===== config.mk =====
export PLATFORM = sky130hd
export DESIGN_NAME = ng_mem_resp
export DESIGN_NICKNAME = d
export VERILOG_FILES = /design/src/rtl/ng_mem_resp_pkg.sv /design/src/rtl/ng_mem_class.sv /design/src/rtl/ng_mem_resp.sv
export SDC_FILE = /design/constraint.sdc
export NUM_CORES = 1
export LEC_CHECK = 0
export BUFFER_PORTS_ARGS = -buffer_cell sky130_fd_sc_hd__buf_2
export CAP_MARGIN = 10
export CORE_MARGIN = 3
export CORE_UTILIZATION = 45
export CTS_CLUSTER_SIZE = 10
export DETAILED_ROUTE_END_ITERATION = 8
export PLACE_DENSITY = 0.77
export SKIP_CTS_REPAIR_TIMING = 1
export SLEW_MARGIN = 20
export SYNTH_ARGS = -nofsm -noshare
export SYNTH_HDL_FRONTEND = slang
export SYNTH_HIERARCHICAL = 1
export SYNTH_SLANG_ARGS = --single-unit

===== constraint.sdc =====
create_clock -name CLK2 -period 1.96 [get_ports CLK2]
set_input_delay 0.098 -clock CLK2 [delete_from_list [all_inputs] [get_ports CLK2]]
set_output_delay 0.098 -clock CLK2 [all_outputs]
set_load 0.1 [all_outputs]

===== src/rtl/ng_mem_resp_pkg.sv =====
// Shared encodings and address-class boundaries for the memory responder and the address decoder.
package ng_mem_resp_pkg;

    typedef enum logic [1:0] {
        ST_IDLE,
        ST_ACCESS,
        ST_DONE
    } state_t;

    typedef enum logic [1:0] {
        CLS_REG,
        CLS_ERS,
        CLS_FIX
    } cls_t;

    localparam logic [13:0] REG_LIMIT = 14'o20;
    localparam logic [13:0] FIX_BASE  = 14'o2000;

    // Odd parity: the bit that makes the total count of ones odd.
    function automatic logic odd_parity(input logic [15:0] data);
        return ~(^data);
    endfunction

endpackage


===== src/rtl/ng_mem_class.sv =====
// Combinational address classifier: maps a bank-resolved address to its class and wait count.
module ng_mem_class
    import ng_mem_resp_pkg::*;
#(
    parameter int unsigned ERS_WAIT = 1,
    parameter int unsigned FIX_WAIT = 2
) (
    input  logic [13:0] addr,
    output cls_t        cls,
    output logic [3:0]  wait_cnt
);

    always_comb begin
        cls      = CLS_FIX;
        wait_cnt = 4'(FIX_WAIT);
        if (addr < REG_LIMIT) begin
            cls      = CLS_REG;
            wait_cnt = '0;
        end else if (addr < FIX_BASE) begin
            cls      = CLS_ERS;
            wait_cnt = 4'(ERS_WAIT);
        end
    end

endmodule


===== src/rtl/ng_mem_resp.sv =====
// Wait-stated memory responder for the address path; optional parity via NG_MEM_RESP_PARITY_EN.
module ng_mem_resp
    import ng_mem_resp_pkg::*;
#(
    parameter int unsigned ERS_WAIT = 1,
    parameter int unsigned FIX_WAIT = 2
) (
    input  logic        CLK2,
    input  logic        RESET,
    input  logic [13:0] ADDRESS,
    input  logic [15:0] WRITE_BUS,
    input  logic        RD_REQ,
    input  logic        WR_REQ,
    output logic [15:0] READ_BUS,
    output logic        ACK,
    output logic        BUSY,
    output logic [13:0] MEM_ADDR,
    output logic        MEM_OE,
    output logic        MEM_WE,
    output logic [16:0] MEM_DOUT,
    input  logic [16:0] MEM_DIN,
    output logic        PAR_ALARM
);

    state_t     state;
    logic [3:0] cnt;
    logic       op_wr;
    cls_t       in_cls;
    logic [3:0] in_wait;
    logic       wr_par;
    logic       rd_capture;

    ng_mem_class #(
        .ERS_WAIT(ERS_WAIT),
        .FIX_WAIT(FIX_WAIT)
    ) u_class (
        .addr     (ADDRESS),
        .cls      (in_cls),
        .wait_cnt (in_wait)
    );

    assign rd_capture = (state == ST_ACCESS) && (cnt == '0) && !op_wr;

    // Strobes and ACK are registered so they change exactly on state transitions.
    always_ff @(posedge CLK2 or posedge RESET) begin
        if (RESET) begin
            state    <= ST_IDLE;
            cnt      <= '0;
            op_wr    <= 1'b0;
            READ_BUS <= '0;
            ACK      <= 1'b0;
            BUSY     <= 1'b0;
            MEM_ADDR <= '0;
            MEM_OE   <= 1'b0;
            MEM_WE   <= 1'b0;
            MEM_DOUT <= '0;
        end else begin
            ACK <= 1'b0;
            case (state)
                ST_IDLE: begin
                    if (RD_REQ || WR_REQ) begin
                        op_wr <= WR_REQ;
                        BUSY  <= 1'b1;
                        if (in_cls == CLS_REG) begin
                            state <= ST_DONE;
                            ACK   <= 1'b1;
                            if (!WR_REQ)
                                READ_BUS <= '0;
                        end else begin
                            state    <= ST_ACCESS;
                            cnt      <= in_wait;
                            MEM_ADDR <= ADDRESS;
                            MEM_OE   <= !WR_REQ;
                            MEM_WE   <= WR_REQ && (in_cls == CLS_ERS);
                            if (WR_REQ)
                                MEM_DOUT <= {wr_par, WRITE_BUS};
                        end
                    end
                end
                ST_ACCESS: begin
                    if (cnt == '0) begin
                        state  <= ST_DONE;
                        ACK    <= 1'b1;
                        MEM_OE <= 1'b0;
                        MEM_WE <= 1'b0;
                        if (!op_wr)
                            READ_BUS <= MEM_DIN[15:0];
                    end else begin
                        cnt <= cnt - 4'd1;
                    end
                end
                ST_DONE: begin
                    state <= ST_IDLE;
                    BUSY  <= 1'b0;
                end
                default: begin
                    state  <= ST_IDLE;
                    BUSY   <= 1'b0;
                    MEM_OE <= 1'b0;
                    MEM_WE <= 1'b0;
                end
            endcase
        end
    end

`ifdef NG_MEM_RESP_PARITY_EN
    assign wr_par = odd_parity(WRITE_BUS);

    always_ff @(posedge CLK2 or posedge RESET) begin
        if (RESET)
            PAR_ALARM <= 1'b0;
        else if (rd_capture && !(^MEM_DIN))
            PAR_ALARM <= 1'b1;
    end
`else
    logic unused_par;
    assign unused_par = MEM_DIN[16] ^ rd_capture;
    assign wr_par     = 1'b0;
    assign PAR_ALARM  = 1'b0;
`endif

endmodule


==> results of run 1 <==
layout make-up:
type	count	area [µm²]	share of cell area [%]
multi-input combinational	118	943.4	27.50
timing repair buffer	120	713.2	20.79
clock inverter	3	15.01	0.4376
tap	70	87.58	2.553
sequential	57	1426	41.58
clock buffer	13	158.9	4.632
inverter	23	86.33	2.516
Yosys cell counts (all sizes together), types with 2 or more instances:
master	instances	area share (%)
nor3	5	1.4
clkbuf	2	0.29
mux2	30	13
mux2i	16	6.3
dfrtp	57	56
inv	23	3.4
conb	2	0.29
nor2	13	2.3
a21oi	3	0.59
buf	11	3.7
nand2	19	2.8
o21ai	7	1.4
o22ai	3	0.74
nand2b	2	0.49
path summary, 6_finish.rpt:
path                               startpoint                       to  slack (ns)  cells past startpoint
setup / recovery           cnt[0]$_DFFE_PP0P_       MEM_WE$_DFFE_PP0P_        0.27                      6
hold reg to reg            cnt[0]$_DFFE_PP0P_       cnt[0]$_DFFE_PP0P_        0.49                      1
max in group asynchronous               RESET  MEM_ADDR[4]$_DFFE_PP0P_        0.95                      4
min in group asynchronous               RESET  MEM_DOUT[7]$_DFFE_PP0P_        0.37                      3
setup reg to reg           cnt[0]$_DFFE_PP0P_       MEM_WE$_DFFE_PP0P_        0.27                      6
hold / removal                   WRITE_BUS[7]  MEM_DOUT[7]$_DFFE_PP0P_       0.001                      2
state kept, by name, summed over array words and instances (netlist names):
register,count
MEM_OE,1
MEM_DOUT,16
op_wr,1
MEM_WE,1
cnt,4
READ_BUS,16
ACK,1
state,2
MEM_ADDR,14
BUSY,1
per-stage QoR:
| stage | hold WS (ns) | instance area (µm²) | util [%] |
|---|---|---|---|
| 2_1_floorplan | 0.2318 | 2561 | - |
| 4_1_cts | -0.1960 | 3321 | 62.62 |
| 5_1_grt | 0.0001652 | 3431 | 64.70 |
| 6_report | 0.001480 | 3431 | 64.70 |
| 3_3_place_gp | 0.1638 | 3147 | 59.34 |
| 3_5_place_dp | 0.1624 | 3147 | 59.34 |
metal layers:
layer,GRT usage [%],share of wire (%)
met5,0,0
met4,10.64,2.5
met3,5.100,7.3
met2,27.75,50
met1,20.04,41
cell families (layout without fill, tap and decap cells):
kind of cell | Yosys count | after routing | share of synthesized area [%]
buf+inv | 36 | 159 | 7.416
fa+ha+maj | 1 | 1 | 0.4911
flops | 57 | 57 | 55.99
mux | 46 | 46 | 19.55
simple gates | 44 | 44 | 8.694
compound gates | 22 | 22 | 7.220
other cells | 2 | 4 | 0.2948
xor+xnor | 1 | 1 | 0.3439
critical path, cell delays in order (launching register included):
cell and delay [ns]:
dfrtp_1 0.40, inv_1 0.08, ha_1 0.18, nor3b_2 0.43, o22ai_1 0.21, o21ai_0 0.18, o21ai_0 0.10
==> out/results.txt, run 1 <==
Num CTS Buffers: 9
Finish-stage setup viols: 0
Slew @ Worst Pin: 0.5531 ns
Total global routing overflow: 0
Clock Sinks: 57
Die Area: 6600 µm²
Via count: 1892
P&R area growth vs syn: 34.68%
Die W: 81.24 µm
#FFs+latches synth: 57
GR Util All Layers: 17.19%
WP data required: 2.17 ns
Worst Setup End Kind: register
Yosys warns: 6
CTS tree: built
Antenna diodes: 0
Die Y: 81.24 µm
Commonest non-fill, non-tap cell in the layout: buf_2
Unrepaired setup endpoints after global routing: no
Tcrit/Tclk final: 86.15%
Initial antenna violation count: 0
DRT Wirelength: 5351 µm
Largest net degree at the start of global routing: 26
Minimum clock period: 1.689 ns
IO Port Bufs: 99
Achievable frequency: 592.2 MHz
Global-route wire length before repair: 8383 µm
Clock skew: 0.01254 ns
Post-detail-place hpwl: 3947 µm
Post-synth ARST share: 100.0%
Core Area: 5303 µm²
1st-iter DRT viols: 61
Crit-path max FO: 5
Fin cells: 404
DRC viols: 0
Share of cells above drive strength 1: 50.00%
DP Cell Count: 378
Max-cap viol count: 0
Cell Rows: 26
Crit path kind: reg -> reg
Reg clk slew, reported paths: 0.07 ns
Post-synth top flop: dfrtp_1
Drt first pass iters: 4
Initial Util: 48.04%
Final Max Tran Viols: 0
Clk buf depth: 2
Sequential share of the synthesized area: 55.99%
Critical path data arrival time: 1.90 ns
Post-synth cell types: 35
Number of synthesized flops with an enable pin: 0
Clk_lat worst skew: 0.33 ns
Routed len/inst: 13.25 µm
Antenna viol nets, final: 0
Fillcell total: 425
Final setup margin: 0.2714 ns
Final Hold Viols: 0
Num ports: 103
H-tree depth: 3
Routability Congestion: 0.8114
Setup TNS: 0 ns
Vias per cell: 4.683
CP startpoint kind: register
Root Driver: clkbuf_8
Most frequent cells in the layout: 99 x buf_2, 57 x dfrtp_1, 30 x mux2_2
Final nets: 381
Cells after Synth: 209
Synthesized area: 2547 µm²
Syn Area/Cell: 12.19 µm²
HP Class: in -> reg
Pre-CTS setup slack: -0.1761 ns
Number of global-route vias before repair: 1849
Rel. slew slack: 63.05%
Status: completed
Power of run 1 is not shown: default switching activity piles up to over one toggle a cycle in this logic, so the estimate is an artifact.
==> inputs of run 2 (changes only) <==
--- a/config.mk
+++ b/config.mk
@@ -8,10 +8,10 @@
 export BUFFER_PORTS_ARGS = -buffer_cell sky130_fd_sc_hd__buf_2
 export CAP_MARGIN = 10
 export CORE_MARGIN = 3
-export CORE_UTILIZATION = 45
+export CORE_UTILIZATION = 48
 export CTS_CLUSTER_SIZE = 10
 export DETAILED_ROUTE_END_ITERATION = 8
-export PLACE_DENSITY = 0.77
+export PLACE_DENSITY = 0.81
 export SKIP_CTS_REPAIR_TIMING = 1
 export SLEW_MARGIN = 20
 export SYNTH_ARGS = -nofsm -noshare
==> run 2 against run 1 <==
Effect of this change:
- register-to-register slack worse by 0.15 ns
- wire length is 7.8% higher
- fmax is 9.0% lower
- setup slack worse by 0.17 ns
- cell count stayed put
- core utilization is 6.5 points higher
- via count is 3.5% higher
- clock-buffer cell count is 2 lower
- largest cell class unchanged
==> out/results.txt, run 2 (same netlist as run 1, synthesis figures left out) <==
Design Area, Final: 3497 µm² (+1.9%)
HP Class: in -> reg
DRC viols: 0 (unchanged)
Final nets: 384 (+0.79%)
Unrepaired setup endpoints after global routing: no
Drt first pass iters: 4 (unchanged)
Clock Sinks: 57 (unchanged)
Crit path buf inv count: 1 (unchanged)
Largest net degree at the start of global routing: 24 (-7.7%)
Fin cells: 404 (unchanged)
Routability Congestion: 0.8214 (+1.2%)
CTS tree: built
CP max stage delay: 0.68 ns (+0.25 ns)
Finish-stage setup viols: 0 (unchanged)
CP delay by family, top: simple AND/OR/NAND/NOR gates
Total global routing overflow: 0 (unchanged)
Number of global-route vias before repair: 2024 (+9.5%)
Worst path slowest cell: nor3_4
H-tree depth: 3 (unchanged)
Achievable frequency: 538.9 MHz (-9.0%)
Antenna viol nets, final: 0 (unchanged)
Minimum clock period: 1.856 ns (+0.1671 ns)
DRT Wirelength: 5767 µm (+7.8%)
Num CTS Buffers: 9 (unchanged)
Layout Utilization: 71.21% (+6.5 points)
CP startpoint kind: input pin
DP Cell Count: 377 (-0.26%)
GR Util All Layers: 18.77% (+1.6 points)
Largest regs: MEM_DOUT: 16 flops, READ_BUS: 16 flops, MEM_ADDR: 14 flops
Worst Setup End Kind: register
Vias per cell: 4.849 (+3.5%)
P&R area growth vs syn: 37.28%
Status: completed
Cell Rows: 25 (-3.8%)
1st-iter DRT viols: 51 (-16%)
Crit path kind: in -> reg
Initial antenna violation count: 0 (unchanged)
Die Y: 78.85 µm (-2.9%)
Global-route wire length before repair: 9025 µm (+7.7%)
Post-detail-place hpwl: 4119 µm (+4.4%)
Via count: 1959 (+3.5%)
Num ports: 103 (unchanged)
Routed len/inst: 14.27 µm (+7.8%)
Final Hold Viols: 0 (unchanged)
Reg-to-reg setup timing slack: 0.12 ns (-0.15 ns)
Rel. slew slack: 45.86% (-17 points)
Die W: 78.85 µm (-2.9%)
IO Port Bufs: 99 (unchanged)
Clk buf depth: 2 (unchanged)
WP data required: 2.17 ns (about the same)
Core Area: 4911 µm² (-7.4%)
Final Max Tran Viols: 0 (unchanged)
Initial Util: 51.87% (+3.8 points)
Max-cap viol count: 0 (unchanged)
Die Area: 6217 µm² (-5.8%)
Tcrit/Tclk final: 94.68% (+8.5 points)
CP cell instances: buf_2, or4_4, a21oi_2, nor2_1, nor3_4, mux2_2
Dpl cell area: 3158 µm² (+0.36%)
Share of cells above drive strength 1: 50.45% (+0.45 points)
Clock skew: 0.009985 ns (-0.002557 ns)
Crit-path max FO: 17 (+12)
Antenna diodes: 0 (unchanged)
Reg clk slew, reported paths: 0.07 ns (about the same)
Root Driver: clkbuf_8
Final hold slack: 0.001558 ns (+0.00007785 ns)
Commonest non-fill, non-tap cell in the layout: buf_2
Clk_lat worst skew: 0.33 ns (about the same)
Fillcell total: 348 (-18%)
Critical path data arrival time: 2.07 ns (+0.17 ns)
Most frequent cells in the layout: 99 x buf_2, 57 x dfrtp_1, 30 x mux2_2
Slew @ Worst Pin: 0.8095 ns (+0.2564 ns)
-- run 2: changes by cell type in the layout (fill, tap and decap cells not counted) --
cell,previous run,this run
clkinvlp_4,0,1
dlygate4sd3_1,9,11
buf_12,3,2
clkbuf_1,2,0
bufinv_16,0,2
clkinv_2,3,2
buf_4,9,11
-- run 2: worst reg2reg max path, delay by kind of cell (launching register included) --
| family | cells | cell delay (ns) |
|---|---|---|
| flip-flops | 1 | 0.39 |
| AND/OR/NAND/NOR | 2 | 0.91 |
| multiplexers | 1 | 0.42 |
-- run 2: area by class of cell --
| cell class | instances | area, µm² | area share [%] |
|---|---|---|---|
| sequential | 57 | 1426 | 40.79 |
| clock inverter | 5 | 77.57 | 2.218 |
| timing repair buffer | 123 | 728.2 | 20.82 |
| multi-input combinational | 118 | 943.4 | 26.98 |
| tap | 67 | 83.83 | 2.397 |
| clock buffer | 11 | 151.4 | 4.329 |
| inverter | 23 | 86.33 | 2.469 |
-- run 2: final timing paths --
kind,start,to,depth (start not counted)
min,WRITE_BUS[2],MEM_DOUT[2]$_DFFE_PP0P_,2
min reg2reg,MEM_OE$_DFFE_PP0P_,MEM_OE$_DFFE_PP0P_,1
max reg2reg,state[0]$_DFFE_PP0P_,MEM_ADDR[5]$_DFFE_PP0P_,3
max,ADDRESS[11],MEM_ADDR[5]$_DFFE_PP0P_,6
max in group asynchronous,RESET,MEM_ADDR[8]$_DFFE_PP0P_,4
min in group asynchronous,RESET,MEM_DOUT[7]$_DFFE_PP0P_,3
-- run 2: through the flow --
| step | worst slack (ns) | setup TNS, ns |
|---|---|---|
| after floorplan | 0.01288 | 0 |
| after global placement | -0.1565 | -2.183 |
| after detailed placement | -0.2024 | -2.667 |
| after CTS | 0.05779 | 0 |
| after global routing | 0.005069 | 0 |
| final | 0.1043 | 0 |
-- run 2: per-layer routing --
layer	share of wire, %	GRT usage, %	up-vias
li1	-	-	932
met1	39	22.57	935
met2	51	30.81	85
met3	9.4	5.896	7
met4	1.3	8.763	0
met5	0	0	-
Power of run 2 is left out for the same reason.
